## src/rtl/key_pkg.sv

```systemverilog
// Shared definitions for the key/switch event unit: event record layout,
// CPU register addresses and the default debounce length.
package key_pkg;

    localparam int DEFAULT_DEBOUNCE_CYCLES = 250000;  // 5 ms at 50 MHz
    localparam int ADDR_EVENT              = 996;
    localparam int ADDR_STATUS             = 997;

    typedef struct packed {
        logic       level;  // new debounced level of the switch
        logic [3:0] zero;
        logic [2:0] index;  // which switch changed
    } key_event_t;

endpackage

```

## src/rtl/key_debounce.sv

```systemverilog
// One switch bit: 2-flop synchronizer, disagreement counter and stable flop.
// changed strobes on the cycle the stable level flips.
module key_debounce
    import key_pkg::*;
#(
    parameter int DEBOUNCE_CYCLES = DEFAULT_DEBOUNCE_CYCLES
) (
    input  logic clk,
    input  logic reset,
    input  logic sw_raw,
    output logic sw_stable,
    output logic changed
);

    localparam int CW = (DEBOUNCE_CYCLES > 1) ? $clog2(DEBOUNCE_CYCLES) : 1;
    localparam logic [CW-1:0] LAST = CW'(DEBOUNCE_CYCLES - 1);

    logic          sync1;
    logic          sync2;
    logic [CW-1:0] cnt;

    // The level is accepted once it has disagreed for DEBOUNCE_CYCLES cycles.
    assign changed = (sync2 != sw_stable) && (cnt == LAST);

    always_ff @(posedge clk or posedge reset) begin
        if (reset) begin
            sync1     <= 1'b0;
            sync2     <= 1'b0;
            cnt       <= '0;
            sw_stable <= 1'b0;
        end else begin
            sync1 <= sw_raw;
            sync2 <= sync1;
            if (sync2 == sw_stable) begin
                cnt <= '0;
            end else if (changed) begin
                cnt       <= '0;
                sw_stable <= sync2;
            end else begin
                cnt <= cnt + CW'(1);
            end
        end
    end

endmodule

```

## src/rtl/key_event_unit.sv

```systemverilog
// Eight debounced switches feeding a small event FIFO read by the CPU,
// with a key interrupt per queued event and a sticky overflow flag.
module key_event_unit
    import key_pkg::*;
#(
    parameter int DEBOUNCE_CYCLES = DEFAULT_DEBOUNCE_CYCLES,
    parameter int FIFO_DEPTH      = 4
) (
    input  logic       clk,
    input  logic       reset,
    input  logic [7:0] sw_raw,
    input  logic       rd_en,
    input  logic       clr_ovf,
    output logic [7:0] event_data,
    output logic [7:0] status,
    output logic [7:0] sw_stable,
    output logic       key_int
);

    localparam int PW   = (FIFO_DEPTH > 1) ? $clog2(FIFO_DEPTH) : 1;
    localparam int CNTW = PW + 1;
    localparam logic [CNTW-1:0] FULL_COUNT = CNTW'(FIFO_DEPTH);

    logic [7:0]      changed;
    logic [7:0]      pending;
    logic [7:0]      clr_mask;
    logic            pick_valid;
    logic [2:0]      pick_idx;
    key_event_t      push_ev;
    key_event_t      mem [FIFO_DEPTH];
    logic [PW-1:0]   wr_ptr;
    logic [PW-1:0]   rd_ptr;
    logic [CNTW-1:0] count;
    logic            ovf;
    logic            full;
    logic            pop;
    logic            push_ok;
    logic            drop;

    for (genvar i = 0; i < 8; i++) begin : g_bit
        key_debounce #(.DEBOUNCE_CYCLES(DEBOUNCE_CYCLES)) u_deb (
            .clk       (clk),
            .reset     (reset),
            .sw_raw    (sw_raw[i]),
            .sw_stable (sw_stable[i]),
            .changed   (changed[i])
        );
    end

    // Lowest-index pending bit wins; its level is read at push time so a
    // bounce-back while waiting reports the final stable level.
    always_comb begin
        pick_valid = 1'b0;
        pick_idx   = 3'd0;
        for (int i = 7; i >= 0; i--) begin
            if (pending[i]) begin
                pick_valid = 1'b1;
                pick_idx   = 3'(i);
            end
        end
        push_ev.level = sw_stable[pick_idx];
        push_ev.zero  = 4'b0;
        push_ev.index = pick_idx;
        clr_mask      = pick_valid ? (8'b1 << pick_idx) : 8'h00;
    end

    // Handshake: key_int is a one-cycle strobe per event that entered the FIFO;
    // rd_en pops the head at the end of its cycle and is ignored when empty.
    assign full    = (count == FULL_COUNT);
    assign pop     = rd_en && (count != '0);
    assign push_ok = pick_valid && (!full || pop);
    assign drop    = pick_valid && full && !pop;

    always_ff @(posedge clk or posedge reset) begin
        if (reset) begin
            pending <= 8'h00;
            wr_ptr  <= '0;
            rd_ptr  <= '0;
            count   <= '0;
            ovf     <= 1'b0;
            key_int <= 1'b0;
        end else begin
            pending <= (pending & ~clr_mask) | changed;
            key_int <= push_ok;
            if (push_ok) wr_ptr <= wr_ptr + PW'(1);
            if (pop)     rd_ptr <= rd_ptr + PW'(1);
            if (push_ok && !pop)      count <= count + CNTW'(1);
            else if (pop && !push_ok) count <= count - CNTW'(1);
            if (drop)         ovf <= 1'b1;
            else if (clr_ovf) ovf <= 1'b0;
        end
    end

    // Storage is not reset; empty reads are masked by count.
    always_ff @(posedge clk) begin
        if (push_ok) mem[wr_ptr] <= push_ev;
    end

    assign event_data = (count == '0) ? 8'h00 : mem[rd_ptr];
    assign status     = {ovf, 4'b0, 3'(count)};

endmodule
```

## config.mk

```make
export PLATFORM = sky130hd
export DESIGN_NAME = key_event_unit
export DESIGN_NICKNAME = d
export VERILOG_FILES = /design/src/rtl/key_pkg.sv /design/src/rtl/key_debounce.sv /design/src/rtl/key_event_unit.sv
export SDC_FILE = /design/constraint.sdc
export NUM_CORES = 1
export LEC_CHECK = 0
export ABC_AREA = 0
export ABC_CLOCK_PERIOD_IN_PS = 7600
export BUFFER_PORTS_ARGS = -buffer_cell sky130_fd_sc_hd__buf_2
export CAP_MARGIN = 20
export CORE_ASPECT_RATIO = 1.25
export CORE_MARGIN = 2
export CORE_UTILIZATION = 62
export CTS_CLUSTER_SIZE = 14
export DETAILED_ROUTE_END_ITERATION = 6
export GPL_ROUTABILITY_DRIVEN = 0
export PLACE_DENSITY = 0.79
export SKIP_CTS_REPAIR_TIMING = 1
export SLEW_MARGIN = 5
export SYNTH_ARGS = -nofsm -noshare
export SYNTH_HDL_FRONTEND = slang
export SYNTH_SLANG_ARGS = --single-unit
```

## constraint.sdc

```tcl
create_clock -name clk -period 7.6 [get_ports clk]
set_input_delay 0.76 -clock clk [delete_from_list [all_inputs] [get_ports clk]]
set_output_delay 0.76 -clock clk [all_outputs]
set_load 0.005 [all_outputs]
```

==> flow_metrics.py <==
metrics = {
    "power": {
        "peakVddDrop_v": 0.000199,
        "power.leakage_uw": 0.00456,
        "p_per_area_mw_per_mm2": 210,
    },
    "grt": {
        "overflow": 0,
        "grt_pass1_vias": 6315,
        "top_usage_layer": "met2",
        "use_met1_pct": 28.3,
        "grt_antenna_before_repair": 0,
        "grt.met3_usage_pct": 3.50,
        "use_met2_pct": 36.0,
        "grt_first_pass_wirelength_um": 28700,
        "grt_use_total_pct": 21.5,
        "grt_max_degree": 130,
    },
    "sta": {
        "worst_slack_ns": 4.95,
        "min_period_ns": 2.65,
        "hold_violations": 0,
        "tightest_slew_ns": 0.955,
        "slew_viol_final": 0,
        "setup_tns_ns": 0,
        "fin_skew_ns": 0.0179,
        "finalSetupViolations": 0,
        "fmax_mhz": 378,
        "period_share_pct": 34.8,
        "whs_ns": 0.340,
        "max_slew_margin_pct": 36.1,
        "rsz0062_at_grt": "no",
    },
    "min_path": {
        "hp-class": "reg2reg",
    },
    "run_status": {
        "outcome": "finished, final reports clean",
    },
    "worst_setup_path": {
        "slowest_stage": "dfrtp_1",
        "crit_type": "reg2out",
        "path_max_fanout": 6,
        "critPathRequiredTime_ns": 6.84,
        "critPathLaunchType": "flop",
        "crit_chain": "mux4_2, and2_1, buf_2",
        "critPathCaptureType": "output port",
        "cp.arrival_ns": 1.89,
        "critPathMaxStageDelay_ns": 0.54,
    },
    "cts": {
        "root_buffer": "clkbuf_16",
        "cts_tree": "built",
        "cts_buffer_depth": 3,
        "clkTransAtPathRegs_ns": 0.06,
        "numCtsBuffers": 22,
        "clk_latency_ns": 0.51,
        "htreeDepth": 1,
        "clock_sinks": 201,
    },
    "synthesis": {
        "synth_top_area_share_pct": 49.4,
        "synth_cells": 882,
        "synthArstFlopShare_pct": 92.0,
        "synth_ff_type": "dfrtp_1",
        "yosysSeqAreaShare_pct": 54.5,
        "yosysWarnings": 0,
        "ys_seq_elements": 201,
        "netlist.top_cell.by_area": "dfrtp_1",
        "ys_top_cells_by_area": "dfrtp_1 (49%), xor2_1 (7.7%), nor2_1 (7.3%)",
        "synth_cell_type_count": 49,
        "syn-cell-area_sq_mm": 0.00937,
        "syn_avg_cell_area_sq_um": 10.6,
        "synth_edf_count": 16,
    },
    "drt": {
        "dr.pass1.iters": 5,
        "vias": 6165,
        "finalWirelength_um": 16300,
        "drc": 0,
        "wl_per_cell_um": 14.7,
        "drtAntennaViolNets": 0,
        "drt_iter0_markers": 380,
        "via_per_inst": 5.57,
    },
    "floorplan": {
        "die_width_um": 114,
        "die-area_sq_mm": 0.0161,
        "core_sq_mm": 0.0149,
        "fp.dieH_um": 141,
        "initial_core_util_pct": 62.9,
        "fp-row-count": 50,
        "ios": 37,
    },
    "run": {
        "max-cap-violations": 0,
    },
    "layout": {
        "syn_to_final_growth_pct": 9.42,
        "stdcell_count": 1107,
        "final_nets": 938,
        "drive_gt1_share_pct": 8.97,
        "n_antenna_cell": 0,
        "fill_cells": 1131,
    },
    "place": {
        "io_buffers": 28,
        "dp_cells": 1070,
        "dp_slack_ns": 4.73,
        "dp_hpwl_um": 10700,
    },
}
==> cell usage in the layout, fill, tap and decap left out, drive strengths merged, types with 4 or more instances in the layout <==
master  count
conb        8
clkbuf     27
nor4       13
inv        27
o21ai       5
nand2      63
xor2       82
nor3       14
nor2b       5
nand3      48
nor2      183
o31ai       4
and2       14
edfxtp     16
and3       11
ha         13
dfrtp     185
nand2b      7
xnor2      62
mux2       10
nor4b      10
nand4      32
buf        29
and4       10
mux4        4
clkinv      9
==> final cells by class <==
type	instances	area, sq um	share of cell area, %
clock buffers	27	589	5.75
clock inverters	10	86.3	0.842
inverters	27	109	1.06
multi-input cells	631	3980	38.8
flip-flops and latches	201	5110	49.8
well taps	182	228	2.22
repair buffers	29	148	1.44
==> final timing paths <==
check                           slack (ns)                              end  cells after the start                      startpoint
worst max-delay path                  4.95                    event_data[7]                      3           rd_ptr[0]$_DFFE_PP0N_
worst min-delay path                  0.34   g_bit[4].u_deb.sync2$_DFF_PP0_                      0  g_bit[4].u_deb.sync1$_DFF_PP0_
worst max register to register        5.08             count[1]$_DFFE_PP0P_                      6            count[0]$_DFFE_PP0P_
worst min register to register        0.34   g_bit[4].u_deb.sync2$_DFF_PP0_                      0  g_bit[4].u_deb.sync1$_DFF_PP0_
max in group asynchronous             5.96             count[0]$_DFFE_PP0P_                      3                           reset
min in group asynchronous             0.43  g_bit[0].u_deb.cnt[7]$_DFF_PP0_                      2                           reset
==> cells by family (layout without fill, tap and decap cells) <==
group,after synthesis,after routing,synth area share (%)
mux,16,16,2.38
simple gates,425,425,21.9
fa+ha+maj,14,14,1.95
other cells,1,8,0.0400
buf+inv,57,93,3.25
flops,201,201,54.5
xor+xnor,144,144,13.5
compound gates,24,24,2.48
==> metal layers <==
| layer | part of all wire (%) | routed length [um] |
|---|---|---|
| met5 | 0 | 0 |
| met1 | 44 | 7090 |
| met2 | 50 | 8130 |
| met3 | 3.5 | 567 |
| met4 | 2.9 | 474 |
==> per-stage QoR <==
stage / area, sq um / power [uW] / util [%]
floorplan: 9400 / 1170 / -
global placement: 9580 / 1180 / 64.3
detailed placement: 9580 / 1190 / 64.3
CTS: 10300 / 2180 / 68.8
global route: 10300 / 2240 / 68.8
finish: 10300 / 2160 / 68.8
==> flip-flops by register name, summed over array words and instances, names as in the netlist, 2 cells and up <==
register	cells
count	3
g_bit.u_deb.cnt	144
g_bit.u_deb.sw_stable	8
g_bit.u_deb.sync1	8
g_bit.u_deb.sync2	8
mem	16
pending	8
rd_ptr	2
wr_ptr	2
==> cell usage after synthesis, types with 11 or more instances <==
| cell | n |
|---|---|
| xor2_1 | 82 |
| nand2_1 | 63 |
| nor4_1 | 13 |
| nand4_1 | 32 |
| xnor2_1 | 62 |
| inv_1 | 27 |
| ha_1 | 13 |
| and2_1 | 14 |
| dfrtp_1 | 185 |
| edfxtp_1 | 16 |
| nand3_1 | 48 |
| and3_1 | 11 |
| nor3_1 | 14 |
| buf_4 | 19 |
| nor2_1 | 183 |
==> where the power goes <==
group          internal, uW  leakage (uW)  switching (uW)
sequential             1100       0.00270            12.5
clock                   583      0.000335             410
combinational          15.3       0.00152            40.8
==> worst max-delay path: cells and delay by family (launching register included) <==
kind,cells,cell delay [ns]
buffers and inverters,1,0.13
AND/OR/NAND/NOR,1,0.19
flip-flops,1,0.54
multiplexers,1,0.53
(Power assumes the default switching activity.)
